$ cat config.mk
export PLATFORM = sky130hd
export DESIGN_NAME = pipe_hazard_scoreboard_flat
export DESIGN_NICKNAME = d
export VERILOG_FILES = /design/src/rtl/pipe_hazard_scoreboard_pkg.sv /design/src/rtl/pipe_hazard_scoreboard_if.sv /design/src/rtl/pipe_hazard_scoreboard_regsb.sv /design/src/rtl/pipe_hazard_scoreboard.sv /design/src/flat_wrapper.sv
export SDC_FILE = /design/constraint.sdc
export NUM_CORES = 1
export LEC_CHECK = 0
export CORE_ASPECT_RATIO = 1.5
export CORE_MARGIN = 4
export CORE_UTILIZATION = 45
export DETAILED_ROUTE_END_ITERATION = 7
export GPL_ROUTABILITY_DRIVEN = 0
export HOLD_SLACK_MARGIN = 0.02
export SKIP_CTS_REPAIR_TIMING = 1
export SLEW_MARGIN = 20
export SYNTH_ARGS = -nofsm -noshare
export SYNTH_HDL_FRONTEND = slang
export SYNTH_HIERARCHICAL = 1
export SYNTH_SLANG_ARGS = --single-unit
$ cat constraint.sdc
create_clock -name clk -period 6.81 [get_ports clk]
set_clock_uncertainty 0.1 [all_clocks]
set_input_delay 1.0215 -clock clk [delete_from_list [all_inputs] [get_ports clk]]
set_output_delay 1.0215 -clock clk [all_outputs]
set_load 0.05 [all_outputs]
$ cat src/rtl/pipe_hazard_scoreboard_pkg.sv
// Shared constants and types for the pipeline hazard/stall controller.
package pipe_hazard_pkg;

   // Extra cycles for a result to reach the register file when there is no bypass.
   localparam int WB_EXTRA = 2;

   // Scoreboard counter width; covers LOAD_LAT + WB_EXTRA.
   localparam int SB_CNT_W = 3;

   typedef logic [SB_CNT_W-1:0] sb_cnt_t;

   typedef enum logic [1:0] {
      NONE  = 2'd0,
      DATA  = 2'd1,
      MEM   = 2'd2,
      FLUSH = 2'd3
   } stall_cause_t;

   // Cycles until a freshly issued result can be consumed.
   function automatic sb_cnt_t issue_latency(input logic is_load, input int alu_lat,
                                             input int load_lat, input int forwarding);
      int lat;
      lat = (is_load ? load_lat : alu_lat) + ((forwarding != 0) ? 0 : WB_EXTRA);
      return sb_cnt_t'(lat);
   endfunction

endpackage

$ cat src/rtl/pipe_hazard_scoreboard_if.sv
// ID-stage and memory-port signals between the pipeline and the hazard controller.
// master = pipeline side, slave = hazard controller.
interface pipe_hazard_scoreboard_if
   import pipe_hazard_pkg::*;
#(
   parameter int REG_ADDR_W = 5,
   parameter int NUM_SRC    = 2
);
   logic                          id_valid;
   logic [NUM_SRC*REG_ADDR_W-1:0] id_src_addr;
   logic [NUM_SRC-1:0]            id_src_used;
   logic [NUM_SRC-1:0]            id_src_late;
   logic [NUM_SRC-1:0]            id_src_early;
   logic [REG_ADDR_W-1:0]         id_dst_addr;
   logic                          id_dst_we;
   logic                          id_is_load;
   logic                          flush;
   logic                          mem_req;
   logic                          mem_ready;
   logic                          pc_write;
   logic                          if_id_write;
   logic                          id_ex_bubble;
   logic                          fetch_mem_sel;
   stall_cause_t                  stall_cause;

   modport master (
      output id_valid, id_src_addr, id_src_used, id_src_late, id_src_early,
             id_dst_addr, id_dst_we, id_is_load, flush, mem_req, mem_ready,
      input  pc_write, if_id_write, id_ex_bubble, fetch_mem_sel, stall_cause
   );

   modport slave (
      input  id_valid, id_src_addr, id_src_used, id_src_late, id_src_early,
             id_dst_addr, id_dst_we, id_is_load, flush, mem_req, mem_ready,
      output pc_write, if_id_write, id_ex_bubble, fetch_mem_sel, stall_cause
   );
endinterface

$ cat src/rtl/pipe_hazard_scoreboard_regsb.sv
// Per-register countdown scoreboard: cycles until each in-flight result is consumable.
// A source is blocked while its counter exceeds the consumer's slack:
//   normal source: 1 with bypass (consumed in EX), 0 without (read in ID)
//   late source  : one more than normal
//   early source : one less than normal, floored at 0
module pipe_reg_scoreboard
   import pipe_hazard_pkg::*;
#(
   parameter int REG_ADDR_W = 5,
   parameter int NUM_SRC    = 2,
   parameter int ALU_LAT    = 1,
   parameter int LOAD_LAT   = 2,
   parameter int FORWARDING = 1
) (
   input  logic                          clk,
   input  logic                          reset,
   input  logic [NUM_SRC*REG_ADDR_W-1:0] i_src_addr,
   input  logic [NUM_SRC-1:0]            i_src_used,
   input  logic [NUM_SRC-1:0]            i_src_late,
   input  logic [NUM_SRC-1:0]            i_src_early,
   input  logic                          i_hold,
   input  logic                          i_set,
   input  logic [REG_ADDR_W-1:0]         i_set_addr,
   input  logic                          i_set_load,
   output logic [NUM_SRC-1:0]            o_src_blocked
);
   localparam int      NUM_REGS   = 2**REG_ADDR_W;
   localparam sb_cnt_t SLACK_BASE = (FORWARDING != 0) ? sb_cnt_t'(1) : sb_cnt_t'(0);

   sb_cnt_t               r_cnt [NUM_REGS];
   sb_cnt_t               w_set_val;
   logic [REG_ADDR_W-1:0] w_addr;
   sb_cnt_t               w_slack;

   assign w_set_val = issue_latency(i_set_load, ALU_LAT, LOAD_LAT, FORWARDING);

   // Load on issue (set beats decrement), else count down; everything holds while memory stalls.
   always_ff @(posedge clk or posedge reset) begin
      if (reset) begin
         for (int r = 0; r < NUM_REGS; r++) r_cnt[r] <= '0;
      end else if (!i_hold) begin
         for (int r = 1; r < NUM_REGS; r++) begin
            if (i_set && (i_set_addr == REG_ADDR_W'(r))) r_cnt[r] <= w_set_val;
            else if (r_cnt[r] != '0)                     r_cnt[r] <= r_cnt[r] - sb_cnt_t'(1);
         end
      end
   end

   // Per-source compare of the producer countdown against the consumer slack.
   always_comb begin
      o_src_blocked = '0;
      w_addr        = '0;
      w_slack       = '0;
      for (int i = 0; i < NUM_SRC; i++) begin
         w_addr = i_src_addr[i*REG_ADDR_W +: REG_ADDR_W];
         if (i_src_early[i] && !i_src_late[i])      w_slack = '0;
         else if (i_src_late[i] && !i_src_early[i]) w_slack = SLACK_BASE + sb_cnt_t'(1);
         else                                       w_slack = SLACK_BASE;
         o_src_blocked[i] = i_src_used[i] && (w_addr != '0) && (r_cnt[w_addr] > w_slack);
      end
   end
endmodule

$ cat src/rtl/pipe_hazard_scoreboard.sv
// Hazard and stall controller beside IF/ID: data-hazard stalls from the register
// scoreboard, shared memory port arbitration, pipeline enables and a stall counter.
module pipe_hazard_scoreboard
   import pipe_hazard_pkg::*;
#(
   parameter int REG_ADDR_W = 5,
   parameter int NUM_SRC    = 2,
   parameter int ALU_LAT    = 1,
   parameter int LOAD_LAT   = 2,
   parameter int FORWARDING = 1,
   parameter int CNT_W      = 16
) (
   input  logic                   clk,
   input  logic                   reset,
   pipe_hazard_scoreboard_if.slave bus,
   output logic [CNT_W-1:0]       stall_cycles
);
   logic [NUM_SRC-1:0] w_src_blocked;
   logic               w_data_stall;
   logic               w_mem_stall;
   logic               w_fetch_stall;
   logic               w_id_fire;
   logic               w_set;
   logic               w_pc_write;
   logic [CNT_W-1:0]   r_stall_cycles;

   assign w_data_stall  = bus.id_valid && !bus.flush && (|w_src_blocked);
   assign w_mem_stall   = bus.mem_req && !bus.mem_ready;
   // The single port serves the data access whenever one is requested, so fetch waits.
   assign w_fetch_stall = bus.mem_req;
   assign w_id_fire     = bus.id_valid && !bus.flush && !w_data_stall && !w_mem_stall;
   assign w_set         = w_id_fire && bus.id_dst_we && (bus.id_dst_addr != '0);

   pipe_reg_scoreboard #(
      .REG_ADDR_W (REG_ADDR_W),
      .NUM_SRC    (NUM_SRC),
      .ALU_LAT    (ALU_LAT),
      .LOAD_LAT   (LOAD_LAT),
      .FORWARDING (FORWARDING)
   ) u_sb (
      .clk           (clk),
      .reset         (reset),
      .i_src_addr    (bus.id_src_addr),
      .i_src_used    (bus.id_src_used),
      .i_src_late    (bus.id_src_late),
      .i_src_early   (bus.id_src_early),
      .i_hold        (w_mem_stall),
      .i_set         (w_set),
      .i_set_addr    (bus.id_dst_addr),
      .i_set_load    (bus.id_is_load),
      .o_src_blocked (w_src_blocked)
   );

   // Pipeline enables, bubble select, port select and debug stall cause.
   always_comb begin
      w_pc_write        = !(w_data_stall || w_fetch_stall);
      bus.pc_write      = w_pc_write;
      bus.if_id_write   = w_pc_write || bus.flush;
      bus.id_ex_bubble  = (w_data_stall || bus.flush || !bus.id_valid) && !w_mem_stall;
      bus.fetch_mem_sel = !bus.mem_req;
      bus.stall_cause   = NONE;
      if (w_fetch_stall)     bus.stall_cause = MEM;
      else if (w_data_stall) bus.stall_cause = DATA;
      else if (bus.flush)    bus.stall_cause = FLUSH;
   end

   // Saturating count of cycles with the PC frozen.
   always_ff @(posedge clk or posedge reset) begin
      if (reset)                                                    r_stall_cycles <= '0;
      else if (!w_pc_write && (r_stall_cycles != {CNT_W{1'b1}}))   r_stall_cycles <= r_stall_cycles + 1'b1;
   end

   assign stall_cycles = r_stall_cycles;
endmodule

$ cat src/flat_wrapper.sv
// flat-port wrapper written by rule: the top's interface ports become plain ports
module pipe_hazard_scoreboard_flat import pipe_hazard_pkg::*;
#(
   parameter int REG_ADDR_W = 5,
   parameter int NUM_SRC    = 2,
   parameter int ALU_LAT    = 1,
   parameter int LOAD_LAT   = 2,
   parameter int FORWARDING = 1,
   parameter int CNT_W      = 16
)
  (clk, reset, stall_cycles, bus_id_valid, bus_id_src_addr, bus_id_src_used, bus_id_src_late, bus_id_src_early, bus_id_dst_addr, bus_id_dst_we, bus_id_is_load, bus_flush, bus_mem_req, bus_mem_ready, bus_pc_write, bus_if_id_write, bus_id_ex_bubble, bus_fetch_mem_sel, bus_stall_cause);
  pipe_hazard_scoreboard_if #(.REG_ADDR_W(REG_ADDR_W), .NUM_SRC(NUM_SRC)) bus_i ();
  input  logic clk;
  input  logic reset;
  output logic [CNT_W-1:0] stall_cycles;
  input wire logic [$bits(bus_i.id_valid)-1:0] bus_id_valid;
  input wire logic [$bits(bus_i.id_src_addr)-1:0] bus_id_src_addr;
  input wire logic [$bits(bus_i.id_src_used)-1:0] bus_id_src_used;
  input wire logic [$bits(bus_i.id_src_late)-1:0] bus_id_src_late;
  input wire logic [$bits(bus_i.id_src_early)-1:0] bus_id_src_early;
  input wire logic [$bits(bus_i.id_dst_addr)-1:0] bus_id_dst_addr;
  input wire logic [$bits(bus_i.id_dst_we)-1:0] bus_id_dst_we;
  input wire logic [$bits(bus_i.id_is_load)-1:0] bus_id_is_load;
  input wire logic [$bits(bus_i.flush)-1:0] bus_flush;
  input wire logic [$bits(bus_i.mem_req)-1:0] bus_mem_req;
  input wire logic [$bits(bus_i.mem_ready)-1:0] bus_mem_ready;
  output wire logic [$bits(bus_i.pc_write)-1:0] bus_pc_write;
  output wire logic [$bits(bus_i.if_id_write)-1:0] bus_if_id_write;
  output wire logic [$bits(bus_i.id_ex_bubble)-1:0] bus_id_ex_bubble;
  output wire logic [$bits(bus_i.fetch_mem_sel)-1:0] bus_fetch_mem_sel;
  output wire logic [$bits(bus_i.stall_cause)-1:0] bus_stall_cause;
  assign bus_i.id_valid = bus_id_valid;
  assign bus_i.id_src_addr = bus_id_src_addr;
  assign bus_i.id_src_used = bus_id_src_used;
  assign bus_i.id_src_late = bus_id_src_late;
  assign bus_i.id_src_early = bus_id_src_early;
  assign bus_i.id_dst_addr = bus_id_dst_addr;
  assign bus_i.id_dst_we = bus_id_dst_we;
  assign bus_i.id_is_load = bus_id_is_load;
  assign bus_i.flush = bus_flush;
  assign bus_i.mem_req = bus_mem_req;
  assign bus_i.mem_ready = bus_mem_ready;
  assign bus_pc_write = bus_i.pc_write;
  assign bus_if_id_write = bus_i.if_id_write;
  assign bus_id_ex_bubble = bus_i.id_ex_bubble;
  assign bus_fetch_mem_sel = bus_i.fetch_mem_sel;
  assign bus_stall_cause = bus_i.stall_cause;
  pipe_hazard_scoreboard #(.REG_ADDR_W(REG_ADDR_W), .NUM_SRC(NUM_SRC), .ALU_LAT(ALU_LAT), .LOAD_LAT(LOAD_LAT), .FORWARDING(FORWARDING), .CNT_W(CNT_W)) u_core (.clk(clk), .reset(reset), .bus(bus_i), .stall_cycles(stall_cycles));
endmodule
* Word level (Yosys, flattened, before mapping)
Index checks and enable logic that the tools add are counted.
Widths: inputs -> output; s select.
** Storage, ports and cells
- Register bits :: 109
- Bits of input ports :: 29
- Output and inout port bits :: 22
** Cells by class
- Add/subtract/negate cells :: 32
- Magnitude comparators :: 4
- Equality and inequality tests :: 32
- Multiplexer cells :: 76
- Bitwise logic cells :: 3
- Reductions and logical operators :: 160
** Operator list (number)
- $mux 3 :: 66
- $reduce_bool 3->1 :: 31
- $sub 3x1->3 const B :: 31
- $eq 5x5->1 const B :: 16
- $reduce_and 2->1 :: 31
- $reduce_bool 2->1 :: 31
- $logic_and 1x1->1 :: 48
- $eq 5x4->1 const B :: 8
- $bmux 3 s5 :: 2
- $eq 5x3->1 const B :: 4
- $add 16x1->16 const B :: 1
- $mux 2 :: 8
- $ne 16x16->1 const B :: 1
- $reduce_bool 5->1 :: 3
- $ge 6x6->1 const B :: 2
- $not 5->6 :: 2
- $logic_not 1->1 :: 11
- $eq 5x2->1 const B :: 2
- $gt 3x3->1 :: 2
- $eq 5x1->1 const B :: 1
- $logic_or 1x1->1 :: 4
- $reduce_or 2->1 :: 1
- $not 1->1 :: 1

* Longest topological paths before layout
Gate-level depths: netlist of run 1.
- Depth in word-level cells :: 16
- Depth in mapped cells :: 22
- Mapped depth without buffers :: 20

* Modules after synthesis
Netlist of run 1, hierarchy kept.
** Modules (own cells, without submodules)
- pipe_reg_scoreboard :: instances 1, cells each 887, area an instance 7718.7 um^2
- pipe_hazard_scoreboard :: instances 1, cells each 88, area an instance 924.6 um^2

* Worst setup path after synthesis of run 1
Ideal clock, no wire load.
- Path type :: input port to output port
- Start :: input port bus_id_src_addr[6]
- End :: output port bus_if_id_write
- Arrival :: 4.311 ns
- Slack :: 1.377 ns
- Stages :: 14
- Buffers on the path :: 2
- Path through :: buf_2 mux4_2 mux4_2 nor2_1 nor2_1 ha_1 a21oi_1 a21oi_1 a211oi_1 a21oi_1 or2_2 a31oi_4 buf_2 or2_2
** Between the ends
- Longest elaborated chain between the ends :: 11
** Ends and longest elaborated chain
- start: declaration :: RTL line flat_wrapper.sv:17 : input wire logic [$bits(bus_i.id_src_addr)-1:0] bus_id_src_addr;
- $not 5->6 (not written as such) :: RTL line pipe_hazard_scoreboard_regsb.sv:59 : o_src_blocked[i] = i_src_used[i] && (w_addr != '0) && (r_cnt[w_addr] > w_slack);
- $bmux 3 s5 :: RTL line pipe_hazard_scoreboard_regsb.sv:59
- $mux 3 (not written as such) (2 in a row) :: RTL line pipe_hazard_scoreboard_regsb.sv:59
- $gt 3x3->1 :: RTL line pipe_hazard_scoreboard_regsb.sv:59
- $logic_and 1x1->1 (*) :: RTL line pipe_hazard_scoreboard_regsb.sv:59
- via u_core.w_src_blocked[1] :: RTL line pipe_hazard_scoreboard.sv:18 : logic [NUM_SRC-1:0] w_src_blocked;
- $reduce_or 2->1 (*) :: RTL line pipe_hazard_scoreboard.sv:27 : assign w_data_stall = bus.id_valid && !bus.flush && (|w_src_blocked);
- $logic_and 1x1->1 (*) :: RTL line pipe_hazard_scoreboard.sv:27
- $logic_or 1x1->1 (*) :: RTL line pipe_hazard_scoreboard.sv:56 : w_pc_write = !(w_data_stall || w_fetch_stall);
- $logic_not 1->1 (*) :: RTL line pipe_hazard_scoreboard.sv:56
- via bus_pc_write :: RTL line flat_wrapper.sv:27 : output wire logic [$bits(bus_i.pc_write)-1:0] bus_pc_write;
- $logic_or 1x1->1 (*) :: RTL line pipe_hazard_scoreboard.sv:58 : bus.if_id_write = w_pc_write || bus.flush;
- end: declaration :: RTL line flat_wrapper.sv:28 : output wire logic [$bits(bus_i.if_id_write)-1:0] bus_if_id_write;
Mark *: on every way through the listed nets, which the timed path passes. The rest lies on a longest branch. The select of a mux whose other input is x is not followed.

* Final worst setup path of run 1
- Start :: input port bus_id_src_addr[6]
- End :: output port bus_stall_cause[0]
** Between the ends
- Longest elaborated chain between the ends :: 10
** Ends and longest elaborated chain
- $not 5->6 (not written as such) :: RTL line pipe_hazard_scoreboard_regsb.sv:59
- $bmux 3 s5 :: RTL line pipe_hazard_scoreboard_regsb.sv:59
- $mux 3 (not written as such) (2 in a row) :: RTL line pipe_hazard_scoreboard_regsb.sv:59
- $gt 3x3->1 :: RTL line pipe_hazard_scoreboard_regsb.sv:59
- $logic_and 1x1->1 (*) :: RTL line pipe_hazard_scoreboard_regsb.sv:59
- via u_core.w_src_blocked[1] :: RTL line pipe_hazard_scoreboard.sv:18
- $reduce_or 2->1 (*) :: RTL line pipe_hazard_scoreboard.sv:27
- $logic_and 1x1->1 (*) :: RTL line pipe_hazard_scoreboard.sv:27
- $mux 2 (*) :: RTL line pipe_hazard_scoreboard.sv:63 : else if (w_data_stall) bus.stall_cause = DATA;
- $mux 2 (*) :: RTL line pipe_hazard_scoreboard.sv:62 : if (w_fetch_stall) bus.stall_cause = MEM;
- end: declaration :: RTL line flat_wrapper.sv:31 : output wire logic [$bits(bus_i.stall_cause)-1:0] bus_stall_cause;
Marks and branches as above.

==> results by group, run 1 <==
Outcome
  – Status: complete, no violations

Detailed routing
  – Final wirelength: about 25000 um
  – Pre-Repair DR Iteration Count: 5
  – Via count: between 7000 and 8000
  – DRT antenna net count: 0
  – Remaining routing DRC violations: 0
  – WL/cell: 19.5 um
  – Drt first-iter violations: roughly 630
  – Via-per-instance ratio: between 5 and 6

Global route
  – Largest net degree at the start of global routing: 75
  – Global-route wire length before repair: 39000 um
  – Total grt overflow: 0
  – Antenna violations before repair: 0
  – GRT Overall Usage: 0.235
  – Vias in the first global route: ~7100

Timing
  – WHS: approximately 0.40 ns
  – Minimum clock period: about 6.2 ns
  – Setup Viol. Count Final: 0
  – Final hold vios: 0
  – Final setup TNS: 0 ns
  – Worst slew pin tran: just over 1 ns
  – Slew headroom: 0.318
  – Final period util: 0.913
  – Highest Clock Rate: ~160 MHz
  – Unrepaired setup endpoints after global routing: false
  – Final Slew Violations: 0

Place
  – Placed cell areas: ~0.0094 sq mm
  – Hpwl dp: around 18000 um
  – Port-buffer cells: 50

Synth
  – Synth warnings: 12
  – Dominant cell type by area after synthesis: dfrtp_1
  – Synthesized cell area: 0.00864 sq mm
  – Distinct cell type count after synthesis: 61
  – Post-synth top cells: 166 x nor2_1, 109 x dfrtp_1, 101 x a21oi_1
  – Post-synthesis cell count: slightly below 1000
  – Async SR Flop Fraction: 1.00
  – EDFF count, synth: 0
  – Synth top area share: 0.316
  – Top FF cell, synth: dfrtp_1
  – Post-Syn Nets: about 1100
  – Synth Register Bits: 109
  – Count leader, synth: nor2_1
  – Post-Syn Area per Cell: between 8 and 9 sq um
  – Top cells by area, synth: dfrtp_1 32%, ha_1 10%, mux4_2 7.6%, nor2_1 7.2%, a21oi_1 5.8%
  – Sequential cell area fraction in the yosys report: 0.316

Power and ir drop
  – Peak supply drop: between 0.15 and 0.2 mV
  – PwrDens: approximately 400 mW/mm^2
  – Static Leak: between 0.004 and 0.005 uW

Setup path
  – Critical path launch point type: input port
  – Crit Path Class: in2out
  – Critical Path RT: 5.69 ns
  – Worst Setup End Kind: output port
  – Max Fanout on Critical Path: 9
  – Arrival @ worst endpoint: ~5 ns

Layout
  – Layout fillers: about 1800
  – Layout area overhead: 11.5%
  – Final Cell Area: 0.00963 sq mm
  – Share of layout cells above drive strength 1: 0.0825
  – Post-layout nets: 1100
  – Antenna diode count: 0

Floorplanning
  – Core ar.: roughly 0.019 sq mm
  – Die area: 0.0215 sq mm
  – Site Rows: between 60 and 70
  – Die Ht: 178 um
  – DIE WIDTH: ~120 um
  – I/O Pins: 51
  – Starting density of the core: 0.462

Clock network
  – Clock buffer depth: 2
  – Clock Pin Slew Worst Setup and Hold Paths: 0.08 ns
  – Worst-skew pair later-pin latency: between 0.3 and 0.4 ns
  – H-tree Lvls: 3
  – CTS root buffer: clkbuf_16
  – CTS tree: done
  – CTS Buf Count: 9
  – Clock tree sinks: between 100 and 150

Min path
  – Worst min-delay path class: reg2reg

Job
  – Max-cap violations: 0
[critical path, cell delays in order]
cell and delay [ns]:
clkdlybuf4s50_1 0.76, mux4_2 0.56, mux4_2 0.51, nor2_1 0.12, nor2_1 0.06, ha_1 0.30, a21oi_1 0.13, a21oi_1 0.05
a211oi_1 0.18, a21oi_1 0.10, or2_2 0.36, a21oi_1 0.17, nor2_1 0.06, clkdlybuf4s50_1 0.70
[kinds of logic (layout without fill, tap and decap cells)]
logic type | Yosys count | count (layout) | share of synthesized area
XOR/XNOR | 13 | 13 | 0.0132
AO/OA/AOI/OAI | 223 | 223 | 0.157
AND/OR/NAND/NOR | 369 | 369 | 0.207
multiplexers | 65 | 65 | 0.148
buffers and inverters | 127 | 158 | 0.0596
flip-flops | 109 | 109 | 0.316
adder cells (fa/ha/maj) | 69 | 69 | 0.0999
[routing by layer]
layer,global-route usage,wire length [um],vias to the layer above
met1,0.306,10500,3598
met4,0.111,964,0
met3,0.0277,1240,53
met5,0,0,-
met2,0.389,11900,220
li1,-,-,3523
[cell type report]
type	count	area, sq um	area share
multi-input cells	739	5410	0.561
flip-flops and latches	109	2730	0.283
repair buffers	63	606	0.0629
well taps	252	315	0.0327
inverters	80	303	0.0314
clock buffers	10	239	0.0248
clock inverters	5	36.3	0.00377
[worst paths after layout]
path                                                     start                             endpoint  slack, ns  cells after the start
max                                         bus_id_src_addr[6]                   bus_stall_cause[0]       0.59                     14
min                        u_core/stall_cycles[15]$_DFFE_PP0P_  u_core/stall_cycles[15]$_DFFE_PP0P_       0.40                      1
max reg2reg                  u_core/u_sb/r_cnt[70]$_DFFE_PP0P_    u_core/u_sb/r_cnt[70]$_DFFE_PP0P_       1.96                     19
min reg2reg                u_core/stall_cycles[15]$_DFFE_PP0P_  u_core/stall_cycles[15]$_DFFE_PP0P_       0.40                      1
max in group asynchronous                                reset    u_core/u_sb/r_cnt[44]$_DFFE_PP0P_       4.51                      3
min in group asynchronous                                reset   u_core/stall_cycles[6]$_DFFE_PP0P_       1.04                      2
[where the power goes]
group | leakage [uW] | total [uW] | internal (uW) | switching, uW
registers | 0.00129 | 1350 | 968 | 384
logic | 0.00277 | 2010 | 974 | 1030
clock network | 0.000127 | 517 | 258 | 260
total | 0.00419 | 3880 | 2200 | 1680
[metrics by stage]
stage / power [uW] / worst slack [ns] / instances / utilization
final: 3880 / 0.594 / 1258 / 0.515
after global routing: 4240 / 0.418 / 1258 / 0.515
after CTS: 3890 / 0.634 / 1258 / 0.515
after detailed placement: 3360 / 0.642 / 1243 / 0.501
after global placement: 3320 / 0.641 / 1243 / 0.501
after floorplan: 2810 / 1.38 / 975 / -
[cell usage in the layout (no fill, tap or decap), drive strengths merged, types with 4 or more instances in the layout]
master         count
nor3               9
nor2             167
xor2              11
dfrtp            109
ha                69
nor4               5
a211oi             6
o22ai             29
o22a              29
a22o               5
o21ai             36
mux2              14
mux4              44
nand4              6
buf               18
nand4b             4
or2                4
a21oi            101
clkdlybuf4s50     45
nand2             71
nand2b             6
inv               81
and4bb             4
nand3             34
clkbuf            10
nor2b             38
mux2i              7
[state kept, by name, summed over array words and instances (netlist names)]
register and cells:
u_core/stall_cycles 16, u_core/u_sb/r_cnt 93
Note: power is estimated with default switching activity, not from simulation.
==> run 2, diff against run 1 <==
--- a/config.mk
+++ b/config.mk
@@ -16,4 +16,3 @@
 export SYNTH_ARGS = -nofsm -noshare
 export SYNTH_HDL_FRONTEND = slang
-export SYNTH_HIERARCHICAL = 1
 export SYNTH_SLANG_ARGS = --single-unit
==> constraint.sdc (replaced) <==
create_clock -name clk -period 7.81 [get_ports clk]
set_clock_uncertainty 0.1 [all_clocks]
set_input_delay 1.1715 -clock clk [delete_from_list [all_inputs] [get_ports clk]]
set_output_delay 1.1715 -clock clk [all_outputs]
set_load 0.01 [all_outputs]
==> run 2 against run 1 <==
Net effect:
- register-to-register slack improved by 1.1 ns
- critical path depth increased by 1
- count of clock-buffer cells in the layout unchanged
- global-route usage decreased by 0.60 points
- routed wire length increased by 3.9%
- non-clock buffer count decreased by 1
- area after synthesis increased by 6.1%
- cell area increased by 5.6%
- sequential share of layout area decreased by 1.5 points
- die area increased by 5.7%
- first-iteration DRC count decreased by 5.0%
- critical path type unchanged
- largest cell class unchanged
- highest routed layer unchanged
==> results by group, run 2 <==
Setup path
  – Critical Path Max Stage Delay: 0.84 ns (+0.08 ns)
  – Max Fanout on Critical Path: 32 (+23)
  – Crit-path slowest cell: clkdlybuf4s50_1
  – Arrival @ worst endpoint: 5.82 ns (+0.73 ns)
  – Crit Path Class: in2out
  – Worst Setup End Kind: output port
  – Critical Path RT: 6.54 ns (+0.85 ns)
  – Critical path, cell by cell: clkdlybuf4s50_1, buf_4, mux4_2, mux4_2, mux2_2, ha_1, nor2b_1, o211ai_1, o22ai_1, a311oi_2, nand3_2, buf_4, a21oi_1, nor2_1, clkdlybuf4s50_1
  – Critical path launch point type: input port

Timing
  – Final Slew Violations: 0 (unchanged)
  – Setup Viol. Count Final: 0 (unchanged)
  – Worst slew pin tran: 1.10 ns (+0.0838 ns)
  – Slew headroom: 0.264 (-0.0545)
  – Final hold vios: 0 (unchanged)
  – Minimum clock period: 7.10 ns
  – Final setup TNS: 0 ns (unchanged)
  – WHS: 0.396 ns (-0.00660 ns)
  – Unrepaired setup endpoints after global routing: false
  – Highest Clock Rate: between 100 and 150 MHz
  – Final period util: 0.909

Layout
  – Largest Register: u_core.u_sb.r_cnt
  – Commonest non-fill, non-tap cell in the layout: dfrtp_1
  – Most frequent cells in the layout: 109 x dfrtp_1, 75 x inv_1, 69 x ha_1, 60 x nand2_1, 56 x nand3_1
  – Layout area overhead: 10.9%
  – Finished Core Util: 0.510 (-0.00521)
  – Largest register FFs: 93 (unchanged)
  – Post-layout nets: 1053 (-4.3%)
  – Share of layout cells above drive strength 1: 0.135 (+0.0529)
  – Final Cell Area: 0.0102 sq mm (+5.6%)

Min path
  – Worst min-delay path class: reg2reg

Synth
  – Async SR Flop Fraction: 1.00 (unchanged)
  – Top cells by area, synth: dfrtp_1 30%, mux4_2 12%, ha_1 9.4%, nor4_4 4.6%, mux2i_1 4.5%
  – Count leader, synth: dfrtp_1
  – Post-Syn Area per Cell: 9.76 sq um (+10%)
  – Post-synth top cells: 109 x dfrtp_1, 76 x inv_1, 69 x ha_1
  – Synthesized cell area: 0.00917 sq mm (+6.1%)
  – EDFF count, synth: 0 (unchanged)
  – Dominant cell type by area after synthesis: dfrtp_1
  – Synth top area share: 0.298 (-0.0180)
  – Synth Register Bits: 109 (unchanged)
  – Sequential cell area fraction in the yosys report: 0.298 (-0.0180)
  – Post-Syn Nets: 1037 (-3.4%)
  – Synth warnings: 3 (-9)
  – Top FF cell, synth: dfrtp_1
  – Distinct cell type count after synthesis: 59 (-3.3%)
  – Post-synthesis cell count: 939 (-3.7%)

Detailed routing
  – Pre-Repair DR Iteration Count: 4 (-1)
  – Via-per-instance ratio: 6.13 (+4.3%)
  – WL/cell: 20.9 um (+7.1%)
  – Via count: 7486 (+1.2%)
  – DRT antenna net count: 0 (unchanged)
  – Remaining routing DRC violations: 0 (unchanged)
  – Drt first-iter violations: 594 (-5.0%)
  – Final wirelength: 25500 um (+3.9%)

Outcome
  – Status: complete, no violations

Clock network
  – CTS root buffer: clkbuf_16
  – CTS Buf Count: 9 (unchanged)
  – Clock tree sinks: 109 (unchanged)
  – Clock buffer depth: 2 (unchanged)
  – CTS tree: done
  – Clock Pin Slew Worst Setup and Hold Paths: 0.08 ns (about the same)
  – H-tree Lvls: 3 (unchanged)
  – Worst-skew pair later-pin latency: 0.37 ns (about the same)

Global route
  – GRT Overall Usage: 0.229 (-0.00599)
  – Global-route wire length before repair: 41400 um (+5.9%)
  – Antenna violations before repair: 1 (+1)
  – Total grt overflow: 0 (unchanged)
  – Vias in the first global route: 7472 (+5.0%)
  – Largest net degree at the start of global routing: 78 (+4.0%)

Place
  – Hpwl dp: 18600 um (+2.3%)
  – Placed cell areas: 0.00985 sq mm (+5.3%)
  – Port-buffer cells: 50 (unchanged)

Power and ir drop
  – Static Leak: 0.00442 uW (+5.4%)
  – Peak supply drop: 0.208 mV (+17%)
  – PwrDens: 349 mW/mm^2 (-13%)
  – Power after layout: 3540 uW (-8.5%)

Floorplanning
  – DIE WIDTH: 125 um (+2.8%)
  – Starting density of the core: 0.460 (-0.00254)
  – Site Rows: 63 (+3.3%)
  – I/O Pins: 51 (unchanged)
  – Core ar.: 0.0199 sq mm (+6.7%)
  – Die area: 0.0228 sq mm (+5.7%)
  – Die Ht: 183 um (+2.9%)

Job
  – Max-cap violations: 0 (unchanged)
==> run 2: worst max-delay path: cells and delay by family <==
family                     cells  cell delay [ns]
AOI/OAI and AO/OA              4             0.95
buffers and inverters          4             2.00
and+or+nand+nor                3             0.31
muxes                          3             1.06
adders and majority gates      1             0.30
==> run 2: path summary, 6_finish.rpt <==
path	from	endpoint	slack [ns]	cells after the start
min in group asynchronous	reset	u_core.u_sb.r_cnt[17]$_DFFE_PP0P_	1.15	2
hold / removal	u_core.stall_cycles[10]$_DFFE_PP0P_	u_core.stall_cycles[10]$_DFFE_PP0P_	0.40	1
hold reg to reg	u_core.stall_cycles[10]$_DFFE_PP0P_	u_core.stall_cycles[10]$_DFFE_PP0P_	0.40	1
setup / recovery	bus_id_src_addr[1]	bus_stall_cause[0]	0.71	15
max in group asynchronous	reset	u_core.u_sb.r_cnt[77]$_DFFE_PP0P_	5.21	3
setup reg to reg	u_core.u_sb.r_cnt[13]$_DFFE_PP0P_	u_core.u_sb.r_cnt[43]$_DFFE_PP0P_	3.03	13
==> run 2: final cells by class <==
cell class / count / area, sq um
fill: 1816 / 9770
multi-input combinational: 697 / 5930
sequential: 109 / 2730
timing repair buffer: 62 / 581
tap: 260 / 325
inverter: 76 / 288
clock buffer: 10 / 239
clock inverter: 6 / 76.3
antenna: 1 / 2.50
==> run 2: logic make-up (layout without fill, tap and decap cells) <==
group                    Yosys count  in the layout  synth area share
AO/OA/AOI/OAI                    192            192             0.143
XOR/XNOR                          14             14            0.0134
adder cells (fa/ha/maj)           69             69            0.0942
buffers and inverters            133            154            0.0581
flip-flops                       109            109             0.298
multiplexers                      96             96             0.170
other                              0              1                 0
AND/OR/NAND/NOR                  326            326             0.224
==> run 2: per-stage QoR <==
| stage | instances | setup slack, ns |
|---|---|---|
| after floorplan | 939 | 1.55 |
| after global placement | 1204 | 0.814 |
| after detailed placement | 1204 | 0.759 |
| after CTS | 1220 | 0.696 |
| after global routing | 1221 | 0.495 |
| final | 1221 | 0.714 |
==> run 2: report_power, final <==
| group | switching, uW | total [uW] | internal, uW |
|---|---|---|---|
| clock network | 239 | 504 | 265 |
| registers | 381 | 1220 | 840 |
| logic | 913 | 1820 | 907 |
| total | 1530 | 3540 | 2010 |
==> run 2: routing by layer <==
| layer | wire length (um) | global-route usage | up-vias |
|---|---|---|---|
| li1 | - | - | 3521 |
| met1 | 10300 | 0.279 | 3691 |
| met2 | 12900 | 0.402 | 214 |
| met3 | 1160 | 0.0326 | 60 |
| met4 | 1140 | 0.104 | 0 |
| met5 | 0 | 0 | - |
==> run 3, diff against run 2 <==
Settings changed: CTS_BUF_LIST set to sky130_fd_sc_hd__clkbuf_16.
==> run 3 against run 2 <==
Net effect:
- power shrank 0.32%
- critical endpoint unchanged
- highest routed layer unchanged
- maximum frequency shrank 0.10%
- critical path depth is the same
- flip-flop and latch count is the same
- sequential share of layout area is essentially flat
- die area is the same
==> results by group, run 3 (synthesized netlist as in run 2, its figures left out) <==
Timing
  – Setup Viol. Count Final: 0 (unchanged)
  – Final setup TNS: 0 ns (unchanged)
  – Final period util: 0.910 (+0.000919)
  – Worst slew pin tran: 1.11 ns (+0.0108 ns)
  – Final hold vios: 0 (unchanged)
  – Highest Clock Rate: 141 MHz (-0.10%)
  – Minimum clock period: 7.10 ns (+0.00718 ns)
  – Unrepaired setup endpoints after global routing: false
  – Final Slew Violations: 0 (unchanged)
  – WHS: 0.395 ns (-0.000198 ns)
  – Slew headroom: 0.257 (-0.00719)
  – Fin worst setup slack: 0.706 ns (-0.00718 ns)

Min path
  – Worst hold stages: 1 (unchanged)
  – Min-delay src: u_core.stall_cycles[10]$_DFFE_PP0P_
  – Hold Path End: u_core.stall_cycles[10]$_DFFE_PP0P_
  – Worst min-delay path class: reg2reg

Detailed routing
  – Top Layer Used: met4
  – Met2 wire length: 12900 um (+0.11%)
  – Drt first-iter violations: 643 (+8.2%)
  – DRT antenna net count: 0 (unchanged)
  – Pre-Repair DR Iteration Count: 5 (+1)
  – WL/cell: 20.9 um (about the same)
  – Via count: 7501 (+0.20%)
  – Via-per-instance ratio: 6.14 (+0.20%)
  – DR WL met3: 1230 um (+5.9%)
  – Final wirelength: 25500 um (about the same)
  – Remaining routing DRC violations: 0 (unchanged)
  – Post-Route M1 WL: 10300 um (-0.93%)

Setup path
  – Critical path launch point type: input port
  – Top delay family on crit path: buffers and inverters
  – Crit Path Class: in2out
  – Critical path, cell by cell: clkdlybuf4s50_1, buf_4, mux4_2, mux4_2, mux2_2, ha_1, nor2b_1, o211ai_1, o22ai_1, a311oi_2, nand3_2, buf_4, a21oi_1, nor2_1, clkdlybuf4s50_1
  – CP bufs+invs: 4 (unchanged)
  – Crit-path slowest cell: clkdlybuf4s50_1
  – R2R setup slack: 3.03 ns (about the same)
  – Max Fanout on Critical Path: 32 (unchanged)
  – CP Launch Point: bus_id_src_addr[1]
  – Critical Path RT: 6.54 ns (about the same)
  – Path depth of the worst reg2reg path: 13 (unchanged)
  – Critical Path Max Stage Delay: 0.85 ns (about the same)
  – Worst flop-to-flop path endpoint: u_core.u_sb.r_cnt[43]$_DFFE_PP0P_
  – Worst Setup End Kind: output port
  – Reg2reg start: u_core.u_sb.r_cnt[13]$_DFFE_PP0P_
  – Arrival @ worst endpoint: 5.83 ns (about the same)

Layout
  – Share of layout cells above drive strength 1: 0.134 (-0.00104)
  – Layout area overhead: 10.8% (about the same)
  – Final Cell Area: 0.0102 sq mm (about the same)
  – Largest register FFs: 93 (unchanged)
  – Largest Register: u_core.u_sb.r_cnt
  – Layout fillers: 1819 (+0.17%)
  – Post-layout nets: 1053 (unchanged)
  – Commonest non-fill, non-tap cell in the layout: dfrtp_1
  – Most frequent cells in the layout: 109 x dfrtp_1, 75 x inv_1, 69 x ha_1, 60 x nand2_1, 56 x nand3_1

Global route
  – GRT Overall Usage: 0.229 (about the same)
  – Largest net degree at the start of global routing: 78 (unchanged)
  – Vias in the first global route: 7465 (-0.094%)
  – Total grt overflow: 0 (unchanged)
  – Antenna violations before repair: 1 (unchanged)
  – Global-route wire length before repair: 41300 um (about the same)

Floorplanning
  – Die Ht: 183 um (unchanged)
  – Starting density of the core: 0.460 (unchanged)
  – Die area: 0.0228 sq mm (unchanged)
  – Site Rows: 63 (unchanged)
  – DIE WIDTH: 125 um (unchanged)
  – Core ar.: 0.0199 sq mm (unchanged)
  – I/O Pins: 51 (unchanged)

Clock network
  – H-tree Lvls: 3 (unchanged)
  – CTS Buf Count: 9 (unchanged)
  – CTS root buffer: clkbuf_16
  – Clock buffer depth: 2 (unchanged)
  – CTS tree: done
  – Clock tree sinks: 109 (unchanged)
  – Worst-skew pair later-pin latency: 0.37 ns (about the same)
  – Clock Pin Slew Worst Setup and Hold Paths: 0.08 ns (about the same)

Outcome
  – Status: complete, no violations

Power and ir drop
  – PwrDens: 348 mW/mm^2 (-0.23%)
  – Peak supply drop: 0.208 mV (+0.13%)
  – Power after layout: 3530 uW (-0.32%)
  – Static Leak: 0.00441 uW (-0.13%)

Place
  – Placed cell areas: 0.00985 sq mm (unchanged)
  – Hpwl dp: 18600 um (unchanged)
  – Dpl ws: 0.759 ns (unchanged)
  – Port-buffer cells: 50 (unchanged)

Job
  – Max-cap violations: 0 (unchanged)
[run 3: cell types whose count changed in the layout (fill, tap and decap cells not counted), sizes merged]
cell and delta:
clkinv +1, clkbuf -1
[run 3: worst reg2reg max path, cell delays in order (launching register included)]
cell and delay, ns:
dfrtp_1 0.48, mux4_2 0.50, mux4_2 0.48, mux2_2 0.28, ha_1 0.30, nor2b_1 0.13, o211ai_1 0.17, o22ai_1 0.12
a311oi_2 0.42, nand3_2 0.13, buf_4 0.39, or4_1 0.72, a31oi_1 0.28, a2bb2oi_1 0.19
[run 3: per-stage QoR]
| stage | util | std cells |
|---|---|---|
| final | 0.510 | 1221 |
| after global routing | 0.510 | 1221 |
| after CTS | 0.509 | 1220 |
| after detailed placement | 0.494 | 1204 |
| after global placement | 0.494 | 1204 |
| after floorplan | - | 939 |
[run 3: power breakdown]
group	switching (uW)	leakage [uW]	internal, uW
registers	381	0.00129	840
logic	912	0.00297	907
clock network	238	0.000150	255
total	1530	0.00441	2000
[run 3: area by class of cell]
| type | instances | area [sq um] | share of cell area |
|---|---|---|---|
| antenna | 1 | 2.50 | 0.000246 |
| multi-input combinational | 697 | 5930 | 0.584 |
| timing repair buffer | 62 | 581 | 0.0571 |
| tap | 260 | 325 | 0.0320 |
| clock inverter | 7 | 80.1 | 0.00788 |
| sequential | 109 | 2730 | 0.268 |
| clock buffer | 9 | 225 | 0.0222 |
| inverter | 76 | 288 | 0.0283 |
[run 3: how the worst max path moves through the flow]
| stage | endpoint | depth (start not counted) |
|---|---|---|
| final | bus_stall_cause[0] | 15 |
| after global routing | bus_stall_cause[0] | 15 |
| after CTS | bus_stall_cause[0] | 15 |
| after detailed placement | bus_stall_cause[0] | 16 |
| after global placement | bus_stall_cause[0] | 15 |
| after floorplan | bus_pc_write | 15 |
[run 3: per-layer routing]
layer	up-vias	track usage
met3	61	0.0326
met1	3692	0.279
met2	225	0.401
met4	0	0.104
li1	3523	-
met5	-	0
